==> src/rtl/bram_dump_sequencer.sv <==
// Sweeps START_ADDR..END_ADDR, reads each byte from a fixed-latency BRAM and
// hands every {addr, data} record to the UART record sender, one at a time.
module bram_dump_sequencer #(
    parameter int          ADDR_W      = 12,
    parameter int          DATA_W      = 8,
    parameter int unsigned START_ADDR  = 0,
    parameter int unsigned END_ADDR    = 4095,
    parameter int          RD_LATENCY  = 2,
    parameter int          ACK_TIMEOUT = 1023
) (
    input  logic              CLK_50M,
    input  logic              rst,
    input  logic              start,
    output logic              bram_en,
    output logic [ADDR_W-1:0] bram_addr,
    input  logic [DATA_W-1:0] bram_dout,
    output logic              send_enable,
    output logic [ADDR_W-1:0] addr,
    output logic [DATA_W-1:0] data,
    input  logic              send_busy,
    output logic              busy,
    output logic              done,
    output logic              error
);

    localparam int                TO_W     = (ACK_TIMEOUT < 2) ? 1 : $clog2(ACK_TIMEOUT + 1);
    localparam logic [ADDR_W-1:0] START_A  = ADDR_W'(START_ADDR);
    localparam logic [ADDR_W-1:0] END_A    = ADDR_W'(END_ADDR);
    localparam logic [1:0]        LAT_LAST = 2'(RD_LATENCY - 1);
    localparam logic [TO_W-1:0]   TO_LAST  = TO_W'(ACK_TIMEOUT);

    typedef enum logic [2:0] {
        ST_IDLE      = 3'd0,
        ST_READ      = 3'd1,
        ST_LAT       = 3'd2,
        ST_SEND      = 3'd3,
        ST_WAIT_ACK  = 3'd4,
        ST_WAIT_DONE = 3'd5,
        ST_NEXT      = 3'd6
    } state_t;

    state_t              state_r, state_nxt_s;
    logic [ADDR_W-1:0]   cnt_r, cnt_nxt_s;
    logic [1:0]          lat_cnt_r, lat_cnt_nxt_s;
    logic [TO_W-1:0]     to_cnt_r, to_cnt_nxt_s;
    logic                error_r, error_nxt_s;
    logic                capture_s;
    logic                bram_en_r, send_enable_r, busy_r, done_r;
    logic [ADDR_W-1:0]   bram_addr_r, addr_r;
    logic [DATA_W-1:0]   data_r;

    // Next-state, counter and capture decode for the sweep FSM.
    always_comb begin
        state_nxt_s   = state_r;
        cnt_nxt_s     = cnt_r;
        lat_cnt_nxt_s = lat_cnt_r;
        to_cnt_nxt_s  = to_cnt_r;
        error_nxt_s   = error_r;
        capture_s     = 1'b0;
        case (state_r)
            ST_IDLE: begin
                if (start) begin
                    error_nxt_s = 1'b0;
                    cnt_nxt_s   = START_A;
                    state_nxt_s = ST_READ;
                end else begin
                    state_nxt_s = ST_IDLE;
                end
            end
            ST_READ: begin
                lat_cnt_nxt_s = 2'd0;
                state_nxt_s   = ST_LAT;
            end
            ST_LAT: begin
                // dout is valid in the last LAT cycle, RD_LATENCY clocks after READ
                if (lat_cnt_r == LAT_LAST) begin
                    capture_s   = 1'b1;
                    state_nxt_s = ST_SEND;
                end else begin
                    lat_cnt_nxt_s = lat_cnt_r + 2'd1;
                end
            end
            ST_SEND: begin
                to_cnt_nxt_s = {TO_W{1'b0}};
                state_nxt_s  = ST_WAIT_ACK;
            end
            ST_WAIT_ACK: begin
                if (send_busy) begin
                    state_nxt_s = ST_WAIT_DONE;
                end else if (to_cnt_r == TO_LAST) begin
                    error_nxt_s = 1'b1;
                    state_nxt_s = ST_IDLE;
                end else begin
                    to_cnt_nxt_s = to_cnt_r + TO_W'(1);
                end
            end
            ST_WAIT_DONE: begin
                if (send_busy) begin
                    state_nxt_s = ST_WAIT_DONE;
                end else begin
                    state_nxt_s = ST_NEXT;
                end
            end
            ST_NEXT: begin
                // compare before increment so a sweep ending at the top address never wraps
                if (cnt_r == END_A) begin
                    state_nxt_s = ST_IDLE;
                end else begin
                    cnt_nxt_s   = cnt_r + ADDR_W'(1);
                    state_nxt_s = ST_READ;
                end
            end
            default: begin
                state_nxt_s = ST_IDLE;
            end
        endcase
    end

    // State, counters and registered outputs; outputs are decoded from the next state.
    always_ff @(posedge CLK_50M or posedge rst) begin
        if (rst) begin
            state_r       <= ST_IDLE;
            cnt_r         <= START_A;
            lat_cnt_r     <= 2'd0;
            to_cnt_r      <= {TO_W{1'b0}};
            error_r       <= 1'b0;
            bram_en_r     <= 1'b0;
            bram_addr_r   <= {ADDR_W{1'b0}};
            send_enable_r <= 1'b0;
            busy_r        <= 1'b0;
            done_r        <= 1'b0;
            addr_r        <= {ADDR_W{1'b0}};
            data_r        <= {DATA_W{1'b0}};
        end else begin
            state_r       <= state_nxt_s;
            cnt_r         <= cnt_nxt_s;
            lat_cnt_r     <= lat_cnt_nxt_s;
            to_cnt_r      <= to_cnt_nxt_s;
            error_r       <= error_nxt_s;
            bram_en_r     <= (state_nxt_s == ST_READ);
            send_enable_r <= (state_nxt_s == ST_SEND);
            busy_r        <= (state_nxt_s != ST_IDLE);
            done_r        <= (state_nxt_s == ST_NEXT) && (cnt_nxt_s == END_A);
            if (state_nxt_s == ST_READ) begin
                bram_addr_r <= cnt_nxt_s;
            end
            if (capture_s) begin
                addr_r <= cnt_r;
                data_r <= bram_dout;
            end
        end
    end

    assign bram_en     = bram_en_r;
    assign bram_addr   = bram_addr_r;
    assign send_enable = send_enable_r;
    assign addr        = addr_r;
    assign data        = data_r;
    assign busy        = busy_r;
    assign done        = done_r;
    assign error       = error_r;

endmodule

==> config.mk <==
export PLATFORM = sky130hd
export DESIGN_NAME = bram_dump_sequencer
export DESIGN_NICKNAME = d
export VERILOG_FILES = /design/src/rtl/bram_dump_sequencer.sv
export SDC_FILE = /design/constraint.sdc
export NUM_CORES = 1
export LEC_CHECK = 0
export ABC_AREA = 1
export CAP_MARGIN = 20
export CORE_MARGIN = 2
export CORE_UTILIZATION = 30
export DETAILED_ROUTE_END_ITERATION = 10
export HOLD_SLACK_MARGIN = 0.05
export MAX_ROUTING_LAYER = met4
export PLACE_DENSITY = 0.59
export SYNTH_ARGS = -nofsm -noshare
export SYNTH_HDL_FRONTEND = slang
export SYNTH_SLANG_ARGS = --single-unit
export TNS_END_PERCENT = 100
==> constraint.sdc <==
create_clock -name CLK_50M -period 2.4 [get_ports CLK_50M]
set_clock_uncertainty 0.05 [all_clocks]
set_input_delay 0.24 -clock CLK_50M [delete_from_list [all_inputs] [get_ports CLK_50M]]
set_output_delay 0.24 -clock CLK_50M [all_outputs]
set_load 0.02 [all_outputs]
# Yosys cells after proc, flatten, opt, wreduce, memory -nomap -nowiden
# Index checks and enable logic that the tools add are counted.
[classes]
n_reduce_logical = 9
add_sub_neg = 3
muxes = 21
n_eq_ne = 18
[op_table]
columns = ["cell", "count"]
rows = [
  ["12-bit equality test (second input constant)", 2],
  ["12-bit two-way mux", 2],
  ["12-bit one-hot mux with 2 select lines", 1],
  ["3-bit one-hot mux with 7 select lines", 1],
  ["10-bit two-way mux", 2],
  ["10-bit one-hot mux with 2 select lines", 1],
  ["12-bit by 1-bit adder with 12-bit output (second input constant)", 1],
  ["3-bit equality test (second input constant)", 4],
  ["10-bit by 1-bit adder with 10-bit output (second input constant)", 1],
  ["10-bit equality test (second input constant)", 1],
  ["2-bit inequality test (second input constant)", 5],
  ["3-bit by 2-bit equality test with 1-bit output (second input constant)", 3],
  ["3-bit two-way mux", 3],
  ["1-bit two-way mux", 7],
  ["3-bit by 1-bit equality test with 1-bit output (second input constant)", 2],
  ["2-bit nonzero test", 3],
  ["2-bit two-way mux", 2],
  ["2-bit one-hot mux with 2 select lines", 1],
  ["4-bit AND reduction", 1],
  ["3-bit zero test", 1],
  ["3-bit AND reduction", 1],
  ["3-bit nonzero test", 1],
  ["2-bit by 1-bit adder with 2-bit output (second input constant)", 1],
  ["2-bit by 1-bit equality test with 1-bit output (second input constant)", 1],
  ["3 further kinds", 3],
]
[word_totals]
ff_bits = 64
wordCells = 63
output_inout_bits = 37

# Longest topological paths before layout
# Gate-level depths: netlist of run 1.
[logic_depth]
depth_word = 6
ltp_mapped = 12
depth_no_buf = 12

# Worst setup path before layout of run 1
# No wires, ideal clock.
[synth_timing]
path_kind = "register to register"
from = "register cnt_r[0]"
to = "register done_r, in the netlist done"
t_required_ns = 2.279
stages_incl_launch_ff = 10
setup_ns = 0.071
path_buffers = 0
arrival_time_ns = 1.528
setup_slack_ns = 0.751
path_cell_list = "dfrtp_1 > ha_1 > nand2_2 > nor2_4 > nand3_4 > o21ai_4 > inv_4 > o21ai_4 > nand3_1 > nor2_1"
[synth_between]
elab_chain_cells = 5
[synth_rtl]
columns = ["item", "line", "source"]
rows = [
  ["from (decl)", "43", "logic [ADDR_W-1:0] cnt_r, cnt_nxt_s;"],
  ["from (signal assigned)", "136", "cnt_r <= cnt_nxt_s;"],
  ["12-bit by 1-bit adder with 12-bit output or 12-bit equality test (tied branches)", "109, 106", ""],
  ["12-bit two-way mux (*)", "106", "if (cnt_r == END_A) begin"],
  ["12-bit one-hot mux with 2 select lines (*)", "60", "case (state_r)"],
  ["via cnt_nxt_s[11]", "43", ""],
  ["12-bit equality test (*)", "143", "done_r <= (state_nxt_s == ST_NEXT) && (cnt_nxt_s == END_A);"],
  ["1-bit logical AND (*)", "143", ""],
  ["to (signal assigned)", "143", ""],
  ["to (decl)", "48", "logic bram_en_r, send_enable_r, busy_r, done_r;"],
]
# The timed path passes the listed nets; every way through them passes the cells marked *.
# A chain may end at the register's enable or synchronous reset.

# Worst setup path in the final report of run 1
# Same ends and word-level chain as after synthesis.

==> summary.md, run 1 <==
| Metric | Value |
|---|---|
| Seq/Total Area, Yosys | `53.53%` |
| Number of primary I/O pins | `approximately 50` |
| Pre-Repair DR Iteration Count | `4` |
| Hold/Removal Path Class | `in -> async` |
| Initial core utilization | `30.75%` |
| Syn nets | `382` |
| Setup TNS | `0 ns` |
| Power consumption | `3.819 mW` |
| Max Cap Violations | `0` |
| DP HPWL | `5081 µm` |
| Fin. Hold Viols | `0` |
| Setup ws final | `0.3103 ns` |
| # nets final | `439` |
| Synth area leader | `dfrtp_1` |
| First-pass GRT wire length | `11590 µm` |
| F_max | `0.4785 GHz` |
| Clock power frac | `23.3%` |
| Via density | `4.476` |
| CTS buffer count | `9` |
| Hold Slack | `around 0.18 ns` |
| Net switching power | `1.415 mW` |
| Post-DR wirelength/cell | `12.31 µm` |
| Drt total wl | `6908 µm` |
| Average size of a mapped cell | `8.152 µm²` |
| Post-CTS Resized | `0` |
| Core Area | `9729 µm²` |
| Max clock buf depth | `2` |
| Static leakage | `1.792 nW` |
| Area growth syn-to-layout | `28.44%` |
| DIE HEIGHT | `103.9 µm` |
| IO buf count | `48` |
| CTS root buffer | `clkbuf_8` |
| Crit path max fanout | `10` |
| Internal power | `2.403 mW` |
| Vias | `around 2500` |
| All-layer global routing usage | `13.79%` |
| Ranking of synthesized cells by area | `dfrtp_1, nand2_1, inv_1` |
| Worst-case reg-to-reg path depth | `9` |
| RD Place Congestion | `0.8704` |
| CTS tree | `built` |
| VDD IR max | `a little under 0.4 mV` |
| Slew Limit Fails | `0` |
| CP Class | `reg -> reg` |
| Die area | `10790 µm²` |
| Post-Layout Inst Area | `3842 µm²` |
| Share of the synthesized area in the top cell type | `53.53%` |
| Initial antenna violation count | `0` |
| Vias in the first global route | `between 2000 and 2500` |
| Synth Register Bits | `64` |
| Pwr Density | `993.8 nW/µm²` |
| Pin count of the biggest net entering global routing | `34` |
| Final period utilization | `between 80% and 90%` |
| Post-CTS setup buffer count | `0` |
| Clk slew on worst S/H paths | `0.07 ns` |
| Die Span X | `about 100 µm` |
| Critical Path RT | `2.62 ns` |
| # diodes | `0` |
| Logic pwr share | `36.9%` |
| Placed Area | `about 3700 µm²` |
| Reg power frac | `39.8%` |
| CP Launch Type | `flop` |
| Grt ovf | `0` |
| Remaining DRCs | `0` |
| Routed Antenna Nets | `0` |
| Cts hold-fix bufs | `0` |
| Share of cells above drive strength 1 | `~8.6%` |
| Final min period | `2.090 ns` |
| Drt first-iter violations | `76` |
| Clk Latency, worst-skew pair | `0.34 ns` |
| CP endpoint kind | `flop` |
| Row count | `36` |
| Synth warn | `0` |
| Post-Synthesis Cells | `367` |
| RSZ-0062 raised after global routing | `false` |
| Sw Ratio | `37.06%` |
| Clock Sinks | `64` |
| Synthesized area | `2992 µm²` |
| Outcome | `completed` |
| Max_slew headroom | `between 40% and 50%` |
| Pre-CTS WS | `0.3151 ns` |
| Critical path arrival | `approximately 2.3 ns` |
| Slew @ Worst Pin | `between 0.8 and 0.9 ns` |
| Post-synthesis cell type count | `28` |
| Htree depth | `3` |
| Setup violators final | `0` |
-- worst max-delay path, cell delays in order (launching register included) --
cell	delay [ns]
dfrtp_1	0.44
ha_1	0.23
nand2_2	0.11
nor2_4	0.16
nand3_4	0.13
o21ai_4	0.30
inv_4	0.14
o21ai_4	0.21
nand3_1	0.13
nor2_1	0.11
-- cell usage in the layout (no fill, tap or decap), drive strengths merged --
cell type,netlist,layout
ha,3,3
a22oi,1,1
or3,1,1
o22ai,1,1
nor2,35,35
o21ai,30,30
nand4,3,3
o21a,1,1
nand2,121,121
a21oi,9,9
bufinv,0,1
xor2,3,3
clkbuf,4,11
clkinv,0,3
buf,2,4
clkdlybuf4s50,0,48
inv,48,48
o31ai,2,2
nor3,9,9
nand3,28,28
a31oi,2,2
dfrtp,64,64
-- cell type report --
type / instances / area, µm²
fill: 1025 / 5887
sequential: 64 / 1602
multi-input combinational: 249 / 1182
timing repair buffer: 52 / 523.0
inverter: 48 / 182.7
tap: 133 / 166.4
clock buffer: 11 / 141.4
clock inverter: 4 / 45.04
-- registers in the layout (all words and copies together), names as in the netlist, 2 cells and up --
name and count:
cnt_r 12, data 8, bram_addr 12, state_r 3, addr 12, to_cnt_r 10
lat_cnt_r 2
-- kinds of logic (layout without fill, tap and decap cells) --
family	count (synthesis)	count (layout)	synth area share [%]
adders and majority gates	3	3	1.255
buffers and inverters	54	115	6.942
DFF	64	64	53.53
AOI/OAI and AO/OA	46	46	9.117
and+or+nand+nor	197	197	28.27
xor gates and xnor gates	3	3	0.8785
-- metrics by stage --
stage                     instances  util, %
final                           561    39.49
after global routing            561    39.49
after CTS                       561    39.49
after detailed placement        546    37.58
after global placement          546    37.58
after floorplan                 367        -
-- per-layer routing --
| layer | GRT usage (%) | wire, µm | vias to the layer above | part of all wire (%) |
|---|---|---|---|---|
| li1 | - | - | 1279 | - |
| met1 | 18.03 | 3325 | 1171 | 48 |
| met2 | 20.63 | 3211 | 54 | 46 |
| met3 | 3.634 | 296 | 7 | 4.3 |
| met4 | 5.116 | 74 | 0 | 1.1 |
| met5 | - | 0 | - | 0 |
-- synth_stat cells (all sizes together) --
library cell	instances
nand2	121
dfrtp	64
inv	48
nor2	35
o21ai	30
nand3	28
a21oi	9
nor3	9
clkbuf	4
ha	3
nand4	3
xor2	3
a31oi	2
buf	2
o31ai	2
a22oi	1
o21a	1
o22ai	1
or3	1
-- path summary, 6_finish.rpt --
check / startpoint / end / slack [ns]
max: cnt_r[0]$_DFF_PP0_ / done$_DFF_PP0_ / 0.31
min: rst / data[1]$_DFFE_PP0P_ / 0.18
max reg2reg: cnt_r[0]$_DFF_PP0_ / done$_DFF_PP0_ / 0.31
min reg2reg: to_cnt_r[8]$_DFFE_PP0P_ / to_cnt_r[8]$_DFFE_PP0P_ / 0.41
max in group asynchronous: rst / cnt_r[11]$_DFF_PP0_ / 1.57
min in group CLK_50M: bram_dout[5] / data[5]$_DFFE_PP0P_ / 0.40
-- power groups by stage --
stage,Clock [mW],Sequential [mW],Combinational [mW]
after global placement,0,1.54,1.40
after CTS,0.930,1.52,1.43
final,0.890,1.52,1.41
after global routing,0.969,1.55,1.55
after floorplan,0,1.75,0.600
after detailed placement,0,1.54,1.42
Note: power is estimated with default switching activity, not from simulation.
==> run 2: changes to the inputs <==
Clock period 2.4 ns to 2.61 ns, I/O delays scaled along.
==> run 2 against run 1 <==
  * Via count fell by 0.48%
  * Sequential share of layout area shrank 0.20 points
  * Flip-flop and latch count stayed put
  * Wire length increased by 1.2%
  * Global-route usage increased by 0.64 points
  * First-iteration DRC count rose by 42%
  * Maximum frequency is 1.7% higher
  * Count of clock-buffer cells in the layout increased by 1
  * Register-to-register slack gained 0.24 ns
  * Power fell by 4.9%
  * Cell count fell by 0.36%
  * Final area is 0.49% higher
  * Highest routed layer unchanged
==> summary.md, run 2 (synthesis results as in run 1) <==
| Metric | Value |
|---|---|
| First-pass GRT wire length | `12110 µm` |
| Clock Sinks | `between 60 and 70` |
| RSZ-0062 raised after global routing | `false` |
| DIE HEIGHT | `103.9 µm` |
| Drt first-iter violations | `approximately 110` |
| Crit path max fanout | `16` |
| Drt total wl | `6994 µm` |
| Commonest cells after routing, fill and taps aside | `nand2_1, dfrtp_1, clkdlybuf4s50_1` |
| Htree depth | `3` |
| Fin. Hold Viols | `0` |
| CTS buffer count | `9` |
| Static leakage | `1.796 nW` |
| Row count | `36` |
| Hold/Removal Path Class | `in -> async` |
| Max_slew headroom | `approximately 46%` |
| Power consumption | `around 3.6 mW` |
| Post-CTS Resized | `0` |
| Final min period | `2.055 ns` |
| Die area | `10790 µm²` |
| Cts hold-fix bufs | `0` |
| Outcome | `completed` |
| Commonest non-fill, non-tap cell in the layout | `nand2_1` |
| Crit-path cells | `ha_1 -> nand2_2 -> nor2_4 -> nand3_4 -> o21ai_4 -> inv_4 -> o21ai_4 -> nand3_1 -> nor2_1` |
| Share of cells above drive strength 1 | `under 10%` |
| Clk Latency, worst-skew pair | `0.34 ns` |
| VDD IR max | `0.3149 mV` |
| Post-CTS setup buffer count | `0` |
| IO buf count | `48` |
| Setup violators final | `0` |
| Vias | `approximately 2500` |
| CP Launch Type | `flop` |
| Die Span X | `103.9 µm` |
| Initial antenna violation count | `0` |
| Number of primary I/O pins | `49` |
| Area growth syn-to-layout | `29.07%` |
| DP HPWL | `5145 µm` |
| Crit path top cell by count | `o21ai_4` |
| Pre-Repair DR Iteration Count | `4` |
| CTS tree | `built` |
| Core Util, Final | `slightly below 40%` |
| Clk slew on worst S/H paths | `around 0.070 ns` |
| Slew Limit Fails | `0` |
| Pwr Density | `940.2 nW/µm²` |
| CTS root buffer | `clkbuf_8` |
| All-layer global routing usage | `between 10% and 20%` |
| Setup TNS | `0 ns` |
| Post-DR wirelength/cell | `around 13 µm` |
| Slew @ Worst Pin | `0.8116 ns` |
| RD Place Congestion | `0.8317` |
| Crit-path max cell delay | `0.42 ns` |
| Remaining DRCs | `0` |
| Final period utilization | `between 70% and 80%` |
| Via density | `4.470` |
| Critical path arrival | `roughly 2.3 ns` |
| Vias in the first global route | `2494` |
| CP endpoint kind | `flop` |
| CP top delay family | `simple AND/OR/NAND/NOR gates` |
| Grt ovf | `0` |
| Critical Path RT | `around 2.8 ns` |
| Max Cap Violations | `0` |
| Routed Antenna Nets | `0` |
| CP Class | `reg -> reg` |
| # diodes | `0` |
| # nets final | `about 440` |
| CP max-delay cell | `dfrtp_1` |
| F_max | `0.4865 GHz` |
| Buf/Inv on CP | `1` |
| Initial core utilization | `between 30% and 40%` |
| Core Area | `around 10000 µm²` |
| Max clock buf depth | `2` |
| Pin count of the biggest net entering global routing | `39` |
run 2: changes by cell type in the layout (fill, tap and decap cells not counted), sizes merged:
| cell | delta |
|---|---|
| buf | -2 |
| clkbuf | +1 |
| clkinv | -2 |
| bufinv | +1 |
run 2: stage by stage:
| step | std cells | setup WS (ns) | cell area (µm²) | hold WS, ns |
|---|---|---|---|---|
| 2_1_floorplan | 367 | 0.7009 | 2992 | 0.3278 |
| 3_3_place_gp | 544 | 0.6343 | 3641 | 0.4000 |
| 3_5_place_dp | 544 | 0.5766 | 3641 | 0.4071 |
| 4_1_cts | 559 | 0.5591 | 3861 | 0.2723 |
| 5_1_grt | 559 | 0.2366 | 3861 | 0.3011 |
| 6_report | 559 | 0.5546 | 3861 | 0.2534 |
run 2: layout make-up:
class	count	area (µm²)
Multi-Input combinational cell	249	1182
Inverter	48	182.7
Tap cell	133	166.4
Clock inverter	3	65.06
Fill cell	1007	5868
Timing Repair Buffer	50	508.0
Clock buffer	12	155.1
Sequential cell	64	1602
run 2: path summary, 6_finish.rpt:
check	end	from	slack (ns)	cells past startpoint
max in group asynchronous	data[0]$_DFFE_PP0P_	rst	1.64	3
min in group CLK_50M	data[5]$_DFFE_PP0P_	bram_dout[5]	0.40	3
worst min register to register	data[1]$_DFFE_PP0P_	data[1]$_DFFE_PP0P_	0.42	2
worst max-delay path	done$_DFF_PP0_	cnt_r[0]$_DFF_PP0_	0.55	9
worst max register to register	done$_DFF_PP0_	cnt_r[0]$_DFF_PP0_	0.55	9
worst min-delay path	to_cnt_r[0]$_DFFE_PP0P_	rst	0.25	2
run 2: metal layers:
| metal | up-vias | share of wire (%) | GRT usage (%) |
|---|---|---|---|
| met2 | 47 | 48 | 22.70 |
| met5 | - | 0 | - |
| met1 | 1176 | 46 | 17.92 |
| li1 | 1268 | - | - |
| met3 | 8 | 4.4 | 4.386 |
| met4 | 0 | 1.2 | 4.440 |
run 2: where the power goes:
| part | internal, mW | switching (mW) | total [mW] | leakage, nW |
|---|---|---|---|---|
| Sequential | 1.24 | 0.156 | 1.39 | 0.857 |
| Combinational | 0.504 | 0.781 | 1.29 | 0.827 |
| Clock | 0.584 | 0.367 | 0.951 | 0.112 |
| Total | 2.33 | 1.30 | 3.63 | 1.80 |
==> run 3: changes to the inputs <==
Settings changed: PLACE_DENSITY 0.59 to 0.61.
Clock period 2.61 ns to 1.72 ns, I/O delays scaled along.
==> run 3 against run 2 <==
  * Power grew 67%
  * Combinational power grew 78%
  * The flow now finishes with violations (setup timing)
  * Via count grew 5.7%
  * Setup slack lost 0.65 ns
  * Final area grew 12%
  * Sequential share of layout area shrank 4.5 points
==> summary.md, run 3 (synthesis results as in run 1) <==
| Metric | Value |
|---|---|
| Outcome | `finished with violations` |
| Failing checks | `setup timing` |
| CP top delay family | `simple AND/OR/NAND/NOR gates` |
| CTS root buffer | `clkbuf_8` |
| Net switching power | `2.123 mW` |
| Layout fillers | `989` |
| Final min period | `between 1.5 and 2 ns` |
| Crit path max fanout | `6` |
| Setup TNS | `-0.3094 ns` |
| Pre-CTS WS | `-0.08186 ns` |
| Sw Ratio | `between 30% and 40%` |
| Internal power | `3.954 mW` |
| Clock Sinks | `64` |
| Clk slew on worst S/H paths | `about 0.07 ns` |
| Htree depth | `3` |
| Crit-path cells | `ha_4 -> nand2_4 -> nor2_4 -> nand3_4 -> o21ai_4 -> a21oi_1 -> nor2_1 -> nand3_1 -> nor2_1` |
| Post-Layout Cell Count | `between 500 and 600` |
| RSZ-0062 raised after global routing | `true` |
| Hold Slack | `0.2134 ns` |
| Post-DR wirelength/cell | `12.27 µm` |
| Slew @ Worst Pin | `0.3593 ns` |
| Placed cell count | `575` |
| Pre-Repair DR Iteration Count | `4` |
| Routed Antenna Nets | `0` |
| Buf/Inv on CP | `0` |
| CP endpoint kind | `flop` |
| Reg power frac | `between 30% and 40%` |
| CP max-delay cell | `dfrtp_1` |
| Clock power frac | `27.4%` |
| # diodes | `0` |
| Max_slew headroom | `76.05%` |
| Hold/Removal Path Class | `in -> async` |
| Logic pwr share | `between 30% and 40%` |
| CP Launch Type | `flop` |
| Clk Latency, worst-skew pair | `~0.34 ns` |
| Die Span X | `roughly 100 µm` |
| VDD IR max | `0.6232 mV` |
| Initial core utilization | `between 30% and 40%` |
| Slew Limit Fails | `0` |
| All-layer global routing usage | `14.33%` |
| Number of primary I/O pins | `49` |
| Drt first-iter violations | `93` |
| Row count | `36` |
| Setup violators final | `8` |
| F_max | `0.5510 GHz` |
| DP HPWL | `5209 µm` |
| Commonest non-fill, non-tap cell in the layout | `nand2_1` |
| Max clock buf depth | `2` |
| Crit-path max cell delay | `0.39 ns` |
| Fin. Hold Viols | `0` |
| Pwr Density | `around 1400 nW/µm²` |
| Grt ovf | `0` |
| Remaining DRCs | `0` |
| Setup ws final | `-0.09489 ns` |
| Static leakage | `2.063 nW` |
| Initial antenna violation count | `0` |
| CTS tree | `built` |
| Via density | `4.416` |
| Core Area | `9729 µm²` |
| Critical path arrival | `2.04 ns` |
| DIE HEIGHT | `103.9 µm` |
| Max Cap Violations | `0` |
| Critical Path RT | `between 1.5 and 2 ns` |
| Pin count of the biggest net entering global routing | `between 60 and 70` |
| Final period utilization | `105.5%` |
| IO buf count | `48` |
| Share of cells above drive strength 1 | `21.94%` |
| Power consumption | `about 6 mW` |
| # nets final | `about 480` |
| RD Place Congestion | `between 0.9 and 1` |
| Drt total wl | `7337 µm` |
| Vias in the first global route | `about 2600` |
| Vias | `2641` |
| R2r setup slk | `-0.09 ns` |
| CTS buffer count | `9` |
| Die area | `10790 µm²` |
| Commonest cells after routing, fill and taps aside | `nand2_1, dfrtp_1, clkdlybuf4s50_1` |
| First-pass GRT wire length | `around 12000 µm` |
| Crit path top cell by count | `nor2_1` |
| Area growth syn-to-layout | `44.79%` |
| CP Class | `reg -> reg` |
[run 3: cell types whose count changed in the layout (fill, tap and decap cells not counted), sizes merged]
cell | previous run | this run
clkinvlp | 0 | 1
bufinv | 2 | 3
buf | 2 | 40
inv | 48 | 47
[run 3: stage by stage]
step           utilization [%]  instance area [µm²]
2_1_floorplan                -                 2995
3_3_place_gp             39.85                 3877
3_5_place_dp             39.85                 3877
4_1_cts                  42.76                 4160
5_1_grt                  44.52                 4332
6_report                 44.52                 4332
[run 3: layout make-up]
type | count | area (µm²) | area share (%)
sequential | 64 | 1602 | 36.97
clock buffer | 12 | 165.2 | 3.813
inverter | 48 | 188.9 | 4.362
tap | 133 | 166.4 | 3.842
timing repair buffer | 88 | 797.0 | 18.40
multi-input combinational | 249 | 1314 | 30.33
clock inverter | 4 | 98.84 | 2.282
[run 3: final timing paths]
check                                    startpoint                       end  depth (start not counted)
max                              cnt_r[0]$_DFF_PP0_            done$_DFF_PP0_                          9
min                                             rst   to_cnt_r[0]$_DFFE_PP0P_                          3
max reg2reg                      cnt_r[0]$_DFF_PP0_            done$_DFF_PP0_                          9
min reg2reg                bram_addr[6]$_DFFE_PP0N_  bram_addr[6]$_DFFE_PP0N_                          2
max in group asynchronous                       rst        cnt_r[6]$_DFF_PP0_                          3
min in group CLK_50M                   bram_dout[1]       data[1]$_DFFE_PP0P_                          3
[run 3: routing by layer]
| layer | global-route usage (%) | up-vias | part of all wire [%] |
|---|---|---|---|
| met5 | - | - | 0 |
| met4 | 5.598 | 0 | 2.2 |
| met3 | 4.323 | 14 | 4.5 |
| met2 | 22.37 | 63 | 48 |
| met1 | 17.47 | 1212 | 45 |
| li1 | - | 1352 | - |
[run 3: worst min-delay path, delay by kind of cell]
kind / cells / cell delay (ns)
buffers and inverters: 3 / 0.83
[run 3: repair_timing]
action,in CTS,in global routing
endpoints found under the setup margin,14,35
gates resized for setup,5,36
setup buffers,0,7
gates cloned,0,0
hold buffers,0,0
pin swaps,0,16
[run 3: power groups by stage]
stage	Clock, mW	Sequential [mW]	Combinational, mW
detailed placement	0	2.12	2.16
floorplan	0	2.44	0.838
CTS	1.71	2.09	2.19
global route	1.77	2.15	2.54
finish	1.66	2.11	2.30
global placement	0	2.11	2.14
